## src/rtl/alu_result_collector_if.sv

```systemverilog
// rtl/alu_result_collector_if.sv - ALU result inputs and collector output stream bundle
interface alu_result_collector_if #(
  parameter int Width      = 16,
  parameter int Addr_Width = 2
);
  logic [2*Width-1:0]  Arith_OUT;
  logic [Width-1:0]    Logic_OUT;
  logic [Width-1:0]    CMP_OUT;
  logic [Width-1:0]    Shift_OUT;
  logic                Arith_Flag;
  logic                Logic_Flag;
  logic                CMP_Flag;
  logic                Shift_Flag;
  logic                Clr_Err;
  logic                Res_Ready;
  logic                Res_Valid;
  logic [2*Width-1:0]  Res_Data;
  logic [1:0]          Res_Unit;
  logic [Addr_Width:0] Count;
  logic                Busy;
  logic                Overflow;
  logic                Multi_Err;

  modport master (
    output Arith_OUT, Logic_OUT, CMP_OUT, Shift_OUT,
    output Arith_Flag, Logic_Flag, CMP_Flag, Shift_Flag,
    output Clr_Err, Res_Ready,
    input  Res_Valid, Res_Data, Res_Unit, Count, Busy, Overflow, Multi_Err
  );

  modport slave (
    input  Arith_OUT, Logic_OUT, CMP_OUT, Shift_OUT,
    input  Arith_Flag, Logic_Flag, CMP_Flag, Shift_Flag,
    input  Clr_Err, Res_Ready,
    output Res_Valid, Res_Data, Res_Unit, Count, Busy, Overflow, Multi_Err
  );
endinterface

```

## src/rtl/alu_result_collector.sv

```systemverilog
// rtl/alu_result_collector.sv - tags ALU unit results and queues them in a show-ahead FIFO
module alu_result_collector #(
  parameter int Width      = 16,
  parameter int Addr_Width = 2
) (
  input  logic                  CLK,
  input  logic                  RST,
  alu_result_collector_if.slave bus
);
  localparam int Depth = 2 ** Addr_Width;
  localparam logic [Addr_Width:0] C_FULL = (Addr_Width + 1)'(Depth);
  localparam logic [Addr_Width:0] C_BUSY = (Addr_Width + 1)'(Depth - 1);

  logic [2*Width-1:0]    r_mem_data [Depth];
  logic [1:0]            r_mem_unit [Depth];
  logic [Addr_Width-1:0] r_wr_ptr;
  logic [Addr_Width-1:0] r_rd_ptr;
  logic [Addr_Width:0]   r_count;
  logic                  r_overflow;
  logic                  r_multi_err;

  logic                  w_push;
  logic                  w_multi;
  logic                  w_empty;
  logic                  w_full;
  logic                  w_pop;
  logic                  w_wr;
  logic                  w_drop;
  logic [2*Width-1:0]    w_data;
  logic [1:0]            w_unit;

  assign w_push  = bus.Arith_Flag | bus.Logic_Flag | bus.CMP_Flag | bus.Shift_Flag;
  assign w_multi = (bus.Arith_Flag & (bus.Logic_Flag | bus.CMP_Flag | bus.Shift_Flag))
                 | (bus.Logic_Flag & (bus.CMP_Flag | bus.Shift_Flag))
                 | (bus.CMP_Flag & bus.Shift_Flag);

  // Fixed priority Arith > Logic > CMP > Shift; narrow units are zero-extended
  always_comb begin
    w_data = '0;
    w_unit = 2'b00;
    if (bus.Arith_Flag) begin
      w_data = bus.Arith_OUT;
      w_unit = 2'b00;
    end else if (bus.Logic_Flag) begin
      w_data = {{Width{1'b0}}, bus.Logic_OUT};
      w_unit = 2'b01;
    end else if (bus.CMP_Flag) begin
      w_data = {{Width{1'b0}}, bus.CMP_OUT};
      w_unit = 2'b10;
    end else if (bus.Shift_Flag) begin
      w_data = {{Width{1'b0}}, bus.Shift_OUT};
      w_unit = 2'b11;
    end
  end

  // Occupancy alone decides full/empty, so pointers may wrap freely
  assign w_empty = (r_count == '0);
  assign w_full  = (r_count == C_FULL);
  assign w_pop   = !w_empty && bus.Res_Ready;
  assign w_wr    = w_push && (!w_full || w_pop);
  assign w_drop  = w_push && w_full && !w_pop;

  always_ff @(posedge CLK) begin
    if (w_wr) begin
      r_mem_data[r_wr_ptr] <= w_data;
      r_mem_unit[r_wr_ptr] <= w_unit;
    end
  end

  always_ff @(posedge CLK or negedge RST) begin
    if (!RST) begin
      r_wr_ptr    <= '0;
      r_rd_ptr    <= '0;
      r_count     <= '0;
      r_overflow  <= 1'b0;
      r_multi_err <= 1'b0;
    end else begin
      if (w_wr)
        r_wr_ptr <= r_wr_ptr + 1'b1;
      if (w_pop)
        r_rd_ptr <= r_rd_ptr + 1'b1;
      if (w_wr && !w_pop)
        r_count <= r_count + 1'b1;
      else if (!w_wr && w_pop)
        r_count <= r_count - 1'b1;
      // A new error event on the same edge as Clr_Err keeps the bit set
      if (w_drop)
        r_overflow <= 1'b1;
      else if (bus.Clr_Err)
        r_overflow <= 1'b0;
      if (w_multi)
        r_multi_err <= 1'b1;
      else if (bus.Clr_Err)
        r_multi_err <= 1'b0;
    end
  end

  assign bus.Res_Valid = !w_empty;
  assign bus.Res_Data  = w_empty ? '0 : r_mem_data[r_rd_ptr];
  assign bus.Res_Unit  = w_empty ? 2'b00 : r_mem_unit[r_rd_ptr];
  assign bus.Count     = r_count;
  assign bus.Busy      = (r_count >= C_BUSY);
  assign bus.Overflow  = r_overflow;
  assign bus.Multi_Err = r_multi_err;
endmodule

```

## src/flat_wrapper.sv

```systemverilog
// flat-port wrapper written by rule: the top's interface ports become plain ports
module alu_result_collector_flat 
#(
  parameter int Width      = 16,
  parameter int Addr_Width = 2
)
  (CLK, RST, bus_Arith_OUT, bus_Logic_OUT, bus_CMP_OUT, bus_Shift_OUT, bus_Arith_Flag, bus_Logic_Flag, bus_CMP_Flag, bus_Shift_Flag, bus_Clr_Err, bus_Res_Ready, bus_Res_Valid, bus_Res_Data, bus_Res_Unit, bus_Count, bus_Busy, bus_Overflow, bus_Multi_Err);
  alu_result_collector_if #(.Width(Width), .Addr_Width(Addr_Width)) bus_i ();
  input  logic CLK;
  input  logic RST;
  input wire logic [$bits(bus_i.Arith_OUT)-1:0] bus_Arith_OUT;
  input wire logic [$bits(bus_i.Logic_OUT)-1:0] bus_Logic_OUT;
  input wire logic [$bits(bus_i.CMP_OUT)-1:0] bus_CMP_OUT;
  input wire logic [$bits(bus_i.Shift_OUT)-1:0] bus_Shift_OUT;
  input wire logic [$bits(bus_i.Arith_Flag)-1:0] bus_Arith_Flag;
  input wire logic [$bits(bus_i.Logic_Flag)-1:0] bus_Logic_Flag;
  input wire logic [$bits(bus_i.CMP_Flag)-1:0] bus_CMP_Flag;
  input wire logic [$bits(bus_i.Shift_Flag)-1:0] bus_Shift_Flag;
  input wire logic [$bits(bus_i.Clr_Err)-1:0] bus_Clr_Err;
  input wire logic [$bits(bus_i.Res_Ready)-1:0] bus_Res_Ready;
  output wire logic [$bits(bus_i.Res_Valid)-1:0] bus_Res_Valid;
  output wire logic [$bits(bus_i.Res_Data)-1:0] bus_Res_Data;
  output wire logic [$bits(bus_i.Res_Unit)-1:0] bus_Res_Unit;
  output wire logic [$bits(bus_i.Count)-1:0] bus_Count;
  output wire logic [$bits(bus_i.Busy)-1:0] bus_Busy;
  output wire logic [$bits(bus_i.Overflow)-1:0] bus_Overflow;
  output wire logic [$bits(bus_i.Multi_Err)-1:0] bus_Multi_Err;
  assign bus_i.Arith_OUT = bus_Arith_OUT;
  assign bus_i.Logic_OUT = bus_Logic_OUT;
  assign bus_i.CMP_OUT = bus_CMP_OUT;
  assign bus_i.Shift_OUT = bus_Shift_OUT;
  assign bus_i.Arith_Flag = bus_Arith_Flag;
  assign bus_i.Logic_Flag = bus_Logic_Flag;
  assign bus_i.CMP_Flag = bus_CMP_Flag;
  assign bus_i.Shift_Flag = bus_Shift_Flag;
  assign bus_i.Clr_Err = bus_Clr_Err;
  assign bus_i.Res_Ready = bus_Res_Ready;
  assign bus_Res_Valid = bus_i.Res_Valid;
  assign bus_Res_Data = bus_i.Res_Data;
  assign bus_Res_Unit = bus_i.Res_Unit;
  assign bus_Count = bus_i.Count;
  assign bus_Busy = bus_i.Busy;
  assign bus_Overflow = bus_i.Overflow;
  assign bus_Multi_Err = bus_i.Multi_Err;
  alu_result_collector #(.Width(Width), .Addr_Width(Addr_Width)) u_core (.CLK(CLK), .RST(RST), .bus(bus_i));
endmodule
```

## config.mk

```make
export PLATFORM = sky130hd
export DESIGN_NAME = alu_result_collector_flat
export DESIGN_NICKNAME = d
export VERILOG_FILES = /design/src/rtl/alu_result_collector_if.sv /design/src/rtl/alu_result_collector.sv /design/src/flat_wrapper.sv
export SDC_FILE = /design/constraint.sdc
export NUM_CORES = 1
export LEC_CHECK = 0
export CORE_MARGIN = 2
export CORE_UTILIZATION = 37
export CTS_CLUSTER_DIAMETER = 120
export DETAILED_ROUTE_END_ITERATION = 12
export PLACE_DENSITY = 0.6
export SLEW_MARGIN = 30
export SYNTH_ARGS = -nofsm -noshare
export SYNTH_HDL_FRONTEND = slang
export SYNTH_SLANG_ARGS = --single-unit
```

## constraint.sdc

```tcl
create_clock -name CLK -period 2.21 [get_ports CLK]
set_input_delay 0.442 -clock CLK [delete_from_list [all_inputs] [get_ports CLK]]
set_output_delay 0.442 -clock CLK [all_outputs]
set_load 0.1 [all_outputs]
```

; ---- Yosys cells after proc, flatten, opt, wreduce, memory -nomap -nowiden
; Memory sizes are Yosys's and may differ from the RTL's.
; Index checks and enable logic that the tools add are counted.
[word_totals]
output_inout_bits = 41
n_memories = 2
regBits = 9
word_cells = 56
ramBits = 136
[classes]
addsub = 4
eq_ne = 1
bitwise_logic = 11
n_lt_le_gt_ge = 1
reduce_logical = 15
n_mux = 17
[memory_table]
columns = name, words, word_bits, rd, rd_ports_with_merged_regs, write_ports, line_no
row1 = u_core.r_mem_data, 4, 32, 1, 0, 1, alu_result_collector.sv:14  ; logic [2*Width-1:0] r_mem_data [Depth];
row2 = u_core.r_mem_unit, 4, 2, 1, 0, 1, alu_result_collector.sv:15  ; logic [1:0] r_mem_unit [Depth];
[ops]
columns = operator, n
row1 = 32-bit 2-to-1 mux, 4
row2 = 16-bit 2-to-1 mux, 1
row3 = 2-bit 2-to-1 mux, 5
row4 = 1-bit OR, 8
row5 = 1-bit logical AND, 6
row6 = 3-bit 2-to-1 mux, 2
row7 = 2-bit nonzero test, 3
row8 = 1-bit 2-to-1 mux, 5
row9 = 2-bit by 1-bit adder with 2-bit output (second input constant), 2
row10 = 1-bit logical NOT, 4
row11 = 3-bit by 1-bit adder with 3-bit output (second input constant), 1
row12 = 1-bit AND, 3
row13 = 3-bit == test (second input constant), 1
row14 = 3-bit by 2-bit >= comparator with 1-bit output (second input constant), 1
row15 = 3-bit logical NOT, 1
row16 = 3-bit by 1-bit subtractor with 3-bit output (second input constant), 1
row17 = 1-bit logical OR, 1

; ---- Longest topological paths before layout
; Gate-level depths: netlist of the first run.
[logic_depth]
word_depth = 9
depth_mapped = 9
depth_no_buf = 8

; ---- Worst setup path before layout of the first run
; No wires, ideal clock.
[synth_path]
kind = reg2out
start = reg u_core.r_count[0] (netlist: u_core.bus.Count[0])
end = out bus_Res_Data[22]
n_path_buf = 2
required_time_ps = 1768
arrival_ps = 3204
stages_incl_launch_ff = 5
slack_ps = -1436
path_cell_list = dfrtp_1 -> or3_1 -> buf_2 -> clkbuf_1 -> and2_1
[synth_via]
elab_chain_cells = 2
[synth_rtl]
columns = item, line_no
row1 = start: declaration, alu_result_collector.sv:18  ; logic [Addr_Width:0] r_count;
row2 = start signal: assignment, alu_result_collector.sv:83  ; r_count <= r_count + 1'b1;
row3 = start signal: assignment, alu_result_collector.sv:85  ; r_count <= r_count - 1'b1;
row4 = 3-bit logical NOT, alu_result_collector.sv:57  ; assign w_empty = (r_count == '0);
row5 = 32-bit 2-to-1 mux, alu_result_collector.sv:99  ; assign bus.Res_Data = w_empty ? '0 : r_mem_data[r_rd_ptr];
row6 = end: declaration, flat_wrapper.sv:22  ; output wire logic [$bits(bus_i.Res_Data)-1:0] bus_Res_Data;
; Every way passes these cells.

; ---- Worst setup path in the final report of the first run
[layout_path]
start = reg u_core.r_rd_ptr[0]
end = out bus_Res_Data[18]
[layout_via]
elab_chain_cells = 2
[layout_rtl]
columns = item, line_no
row1 = start: declaration, alu_result_collector.sv:17  ; logic [Addr_Width-1:0] r_rd_ptr;
row2 = start signal: assignment, alu_result_collector.sv:81  ; r_rd_ptr <= r_rd_ptr + 1'b1;
row3 = memory 4 x 32 bit, n/a
row4 = 32-bit 2-to-1 mux, alu_result_collector.sv:99
; Every way passes these cells.

==> flow_metrics.py, run 1 <==
metrics = {
    "setup_path": {
        "crit_slowest_cell": "mux4_2",
        "endpoint_kind": "output pin",
        "r2r_cells": 9,
        "cp_data_required_time_ns": 1.77,
        "worst-r2r-setup-slack_ns": -0.06,
        "crit_fanout": 6,
        "reg2reg_from": "u_core.bus.Count[2]",
        "cp_top_family": "multiplexers",
        "crit_chain": "buf_6 -> buf_12 -> mux4_2 -> and2_4 -> buf_12",
        "cp_num_buf_inv": 3,
        "cp-start-kind": "flip-flop",
        "worstPathArrival_ns": 1.93,
        "rr_endpoint": "u_core.bus.Count[2]",
        "path_common_cell": "buf_12",
        "critPathKind": "flip-flop to output pin",
        "crit_path_max_incr_delay_ns": 0.51,
    },
    "placed_design": {
        "io_buffers": 128,
        "place_congestion": 0.807,
        "place_ws_ns": -0.264,
        "dp_hpwl_um": 9490,
        "place_area_um2": 8510,
    },
    "logic_synthesis": {
        "synth_seq_area_share": 0.682,
        "synthCells": 360,
        "yosys-top-cells-area": "edfxtp_1 65%, mux4_2 10%, and2_1 5.3%",
        "synth-edff-count": 136,
        "yosysWarnings": 0,
        "syn_nets": 454,
        "synth_seq_cells": 145,
        "yosysUniqueCellTypes": 33,
        "netlist_top_cells_count": "136 x edfxtp_1, 54 x and2_1, 28 x mux4_2",
        "synth.avg_cell_area_um2": 17.5,
        "yosysTopAreaCell": "edfxtp_1",
        "synth_area_um2": 6310,
        "synth_async_sr_flop_share": 0.0621,
        "yosys_most_used_dff": "edfxtp_1",
        "synth.most_common_cell": "edfxtp_1",
        "synth.top_cell.area_share": 0.647,
    },
    "clock_network": {
        "cts_tree": "yes",
        "cts_buffers": 17,
        "cts_num_sinks": 145,
        "clockBufferDepth": 2,
        "clk_latency_ns": 0.42,
        "clk_pin_slew_ns": 0.06,
        "root_buffer": "clkbuf_16",
        "htreeDepth": 4,
        "hold_buffers": 0,
    },
    "grt": {
        "grt_pass1_wl_um": 22400,
        "grt_max_degree": 53,
        "grt_pass1_vias": 4087,
        "grt_usage": 0.168,
        "grt_antenna_before_repair": 0,
        "overflow": 0,
    },
    "route": {
        "top_layer_used": "met4",
        "wl_per_cell_um": 19.8,
        "met1Wirelength_um": 6080,
        "met3_length_um": 481,
        "vias": 3801,
        "remaining_drc_errors": 0,
        "routed-wl-met2_um": 8190,
        "drtPass1Iterations": 4,
        "drtIter0Drc": 304,
        "ant_nets": 0,
        "viasPerCell": 4.98,
        "routed_wl_um": 15100,
    },
    "floorplan": {
        "chipHeight_um": 135,
        "start_util": 0.379,
        "ios": 129,
        "core_area_um2": 16600,
        "die_area_um2": 18100,
        "die_w_um": 135,
        "rows": 47,
    },
    "timing": {
        "tightest_slew_ns": 0.569,
        "max_clock_freq_mhz": 422,
        "fin_crit_sh": 1.07,
        "relSlewSlack": 0.617,
        "slew_violations": 0,
        "whs_ns": 0.338,
        "setup_viol": 35,
        "rsz0062_at_grt": "yes",
        "fin_ws_ns": -0.160,
        "hold_viol": 0,
        "finClkSkew_ns": 0.0101,
        "layout_min_cycle_time_ns": 2.37,
    },
    "status": {
        "status": "finished, violations left",
        "violations": "negative setup slack",
    },
    "job": {
        "cap_viol_max_count": 0,
    },
    "finish": {
        "diodes": 0,
        "fin_area_um2": 9450,
        "area_delta_synth_final_pct": 49.6,
        "fin_nets": 624,
        "layout-drive-gt1-share": 0.381,
    },
    "hold_path": {
        "worstHoldPathType": "input pin to asynchronous set/reset pin",
    },
}
cell type report:
type | instances | area (um^2)
fillers | 1273 | 7200
well taps | 220 | 275
multi-input cells | 184 | 1910
clock inverters | 13 | 209
inverters | 5 | 18.8
clock buffers | 19 | 443
repair buffers | 177 | 2270
flip-flops and latches | 145 | 4320
cells by family (layout without fill, tap and decap cells):
family / count (synthesis) / after routing / share of synthesized area
DFF: 145 / 145 / 0.682
xor gates and xnor gates: 6 / 6 / 0.00832
muxes: 36 / 36 / 0.128
adders and majority gates: 6 / 6 / 0.0131
AOI/OAI and AO/OA: 37 / 37 / 0.0466
buffers and inverters: 31 / 214 / 0.0303
and+or+nand+nor: 99 / 99 / 0.0909
sequential cells by signal, indices dropped and copies added, names as in the netlist:
signal,flops
u_core.bus.Multi_Err,1
u_core.r_mem_data,128
u_core.r_rd_ptr,2
u_core.r_wr_ptr,2
u_core.r_mem_unit,8
u_core.bus.Overflow,1
u_core.bus.Count,3
worst reg2reg max path, stage by stage (launching register included):
cell,delay [ns]
dfrtp_4,0.48
or3_4,0.48
buf_4,0.18
nand2_4,0.07
ha_4,0.14
inv_2,0.04
fa_2,0.35
xor2_1,0.14
nor2_1,0.14
xor2_1,0.17
layer usage:
| metal | vias up | track usage |
|---|---|---|
| met1 | 1945 | 0.200 |
| met3 | 22 | 0.0379 |
| li1 | 1756 | - |
| met5 | - | 0 |
| met4 | 0 | 0.0637 |
| met2 | 78 | 0.297 |
per-stage QoR:
step / utilization / cells / setup TNS (ns)
global placement: 0.511 / 716 / -8.42
global route: 0.568 / 763 / -7.20
finish: 0.568 / 763 / -5.26
floorplan: - / 360 / -0.326
detailed placement: 0.511 / 716 / -11.73
CTS: 0.562 / 756 / -6.14
repair_timing:
action / CTS / global route
cloned: 4 / 3
buffers inserted: 5 / 4
endpoints found under the setup margin: 35 / 35
gates resized for setup: 42 / 2
pin swaps: 0 / 34
worst max-delay path by stage:
stage | start | endpoint | cells past startpoint
final | u_core.r_rd_ptr[0] | bus_Res_Data[18] | 5
after global routing | u_core.r_rd_ptr[0] | bus_Res_Data[28] | 5
after CTS | u_core.r_rd_ptr[0] | bus_Res_Data[14] | 5
after detailed placement | bus_Shift_Flag | u_core.bus.Count[1] | 8
after global placement | bus_Shift_Flag | u_core.bus.Count[1] | 8
after floorplan | u_core.bus.Count[0] | bus_Res_Data[22] | 4
cells in the final DEF (no fill, tap or decap), types with 3 or more instances in the layout:
cell type and n:
edfxtp_1 136, clkdlybuf4s50_1 86, and2_2 4, buf_6 3, inv_1 4, clkbuf_16 19, and2_1 16, xnor2_1 4
buf_4 33, nand2_1 16, nor2b_1 17, dfrtp_4 3, o31ai_1 16, buf_16 4, bufinv_16 5, nor2_1 4
clkinvlp_4 3, mux4_2 34, dfrtp_1 4, ha_1 4, a221oi_1 16, and2_4 34, buf_12 48
Power of run 1 is not shown: default switching activity piles up to over one toggle a cycle in this logic, so the estimate is an artifact.
==> run 2, diff against run 1 <==
--- a/config.mk
+++ b/config.mk
@@ -9,6 +9,7 @@
 export CORE_UTILIZATION = 37
 export CTS_CLUSTER_DIAMETER = 120
 export DETAILED_ROUTE_END_ITERATION = 12
+export GPL_ROUTABILITY_DRIVEN = 1
 export PLACE_DENSITY = 0.6
 export SLEW_MARGIN = 30
 export SYNTH_ARGS = -nofsm -noshare
==> results of run 2 <==
The final DEF is identical to that of run 1; final timing and power are the same.
Power of run 2 is left out for the same reason.
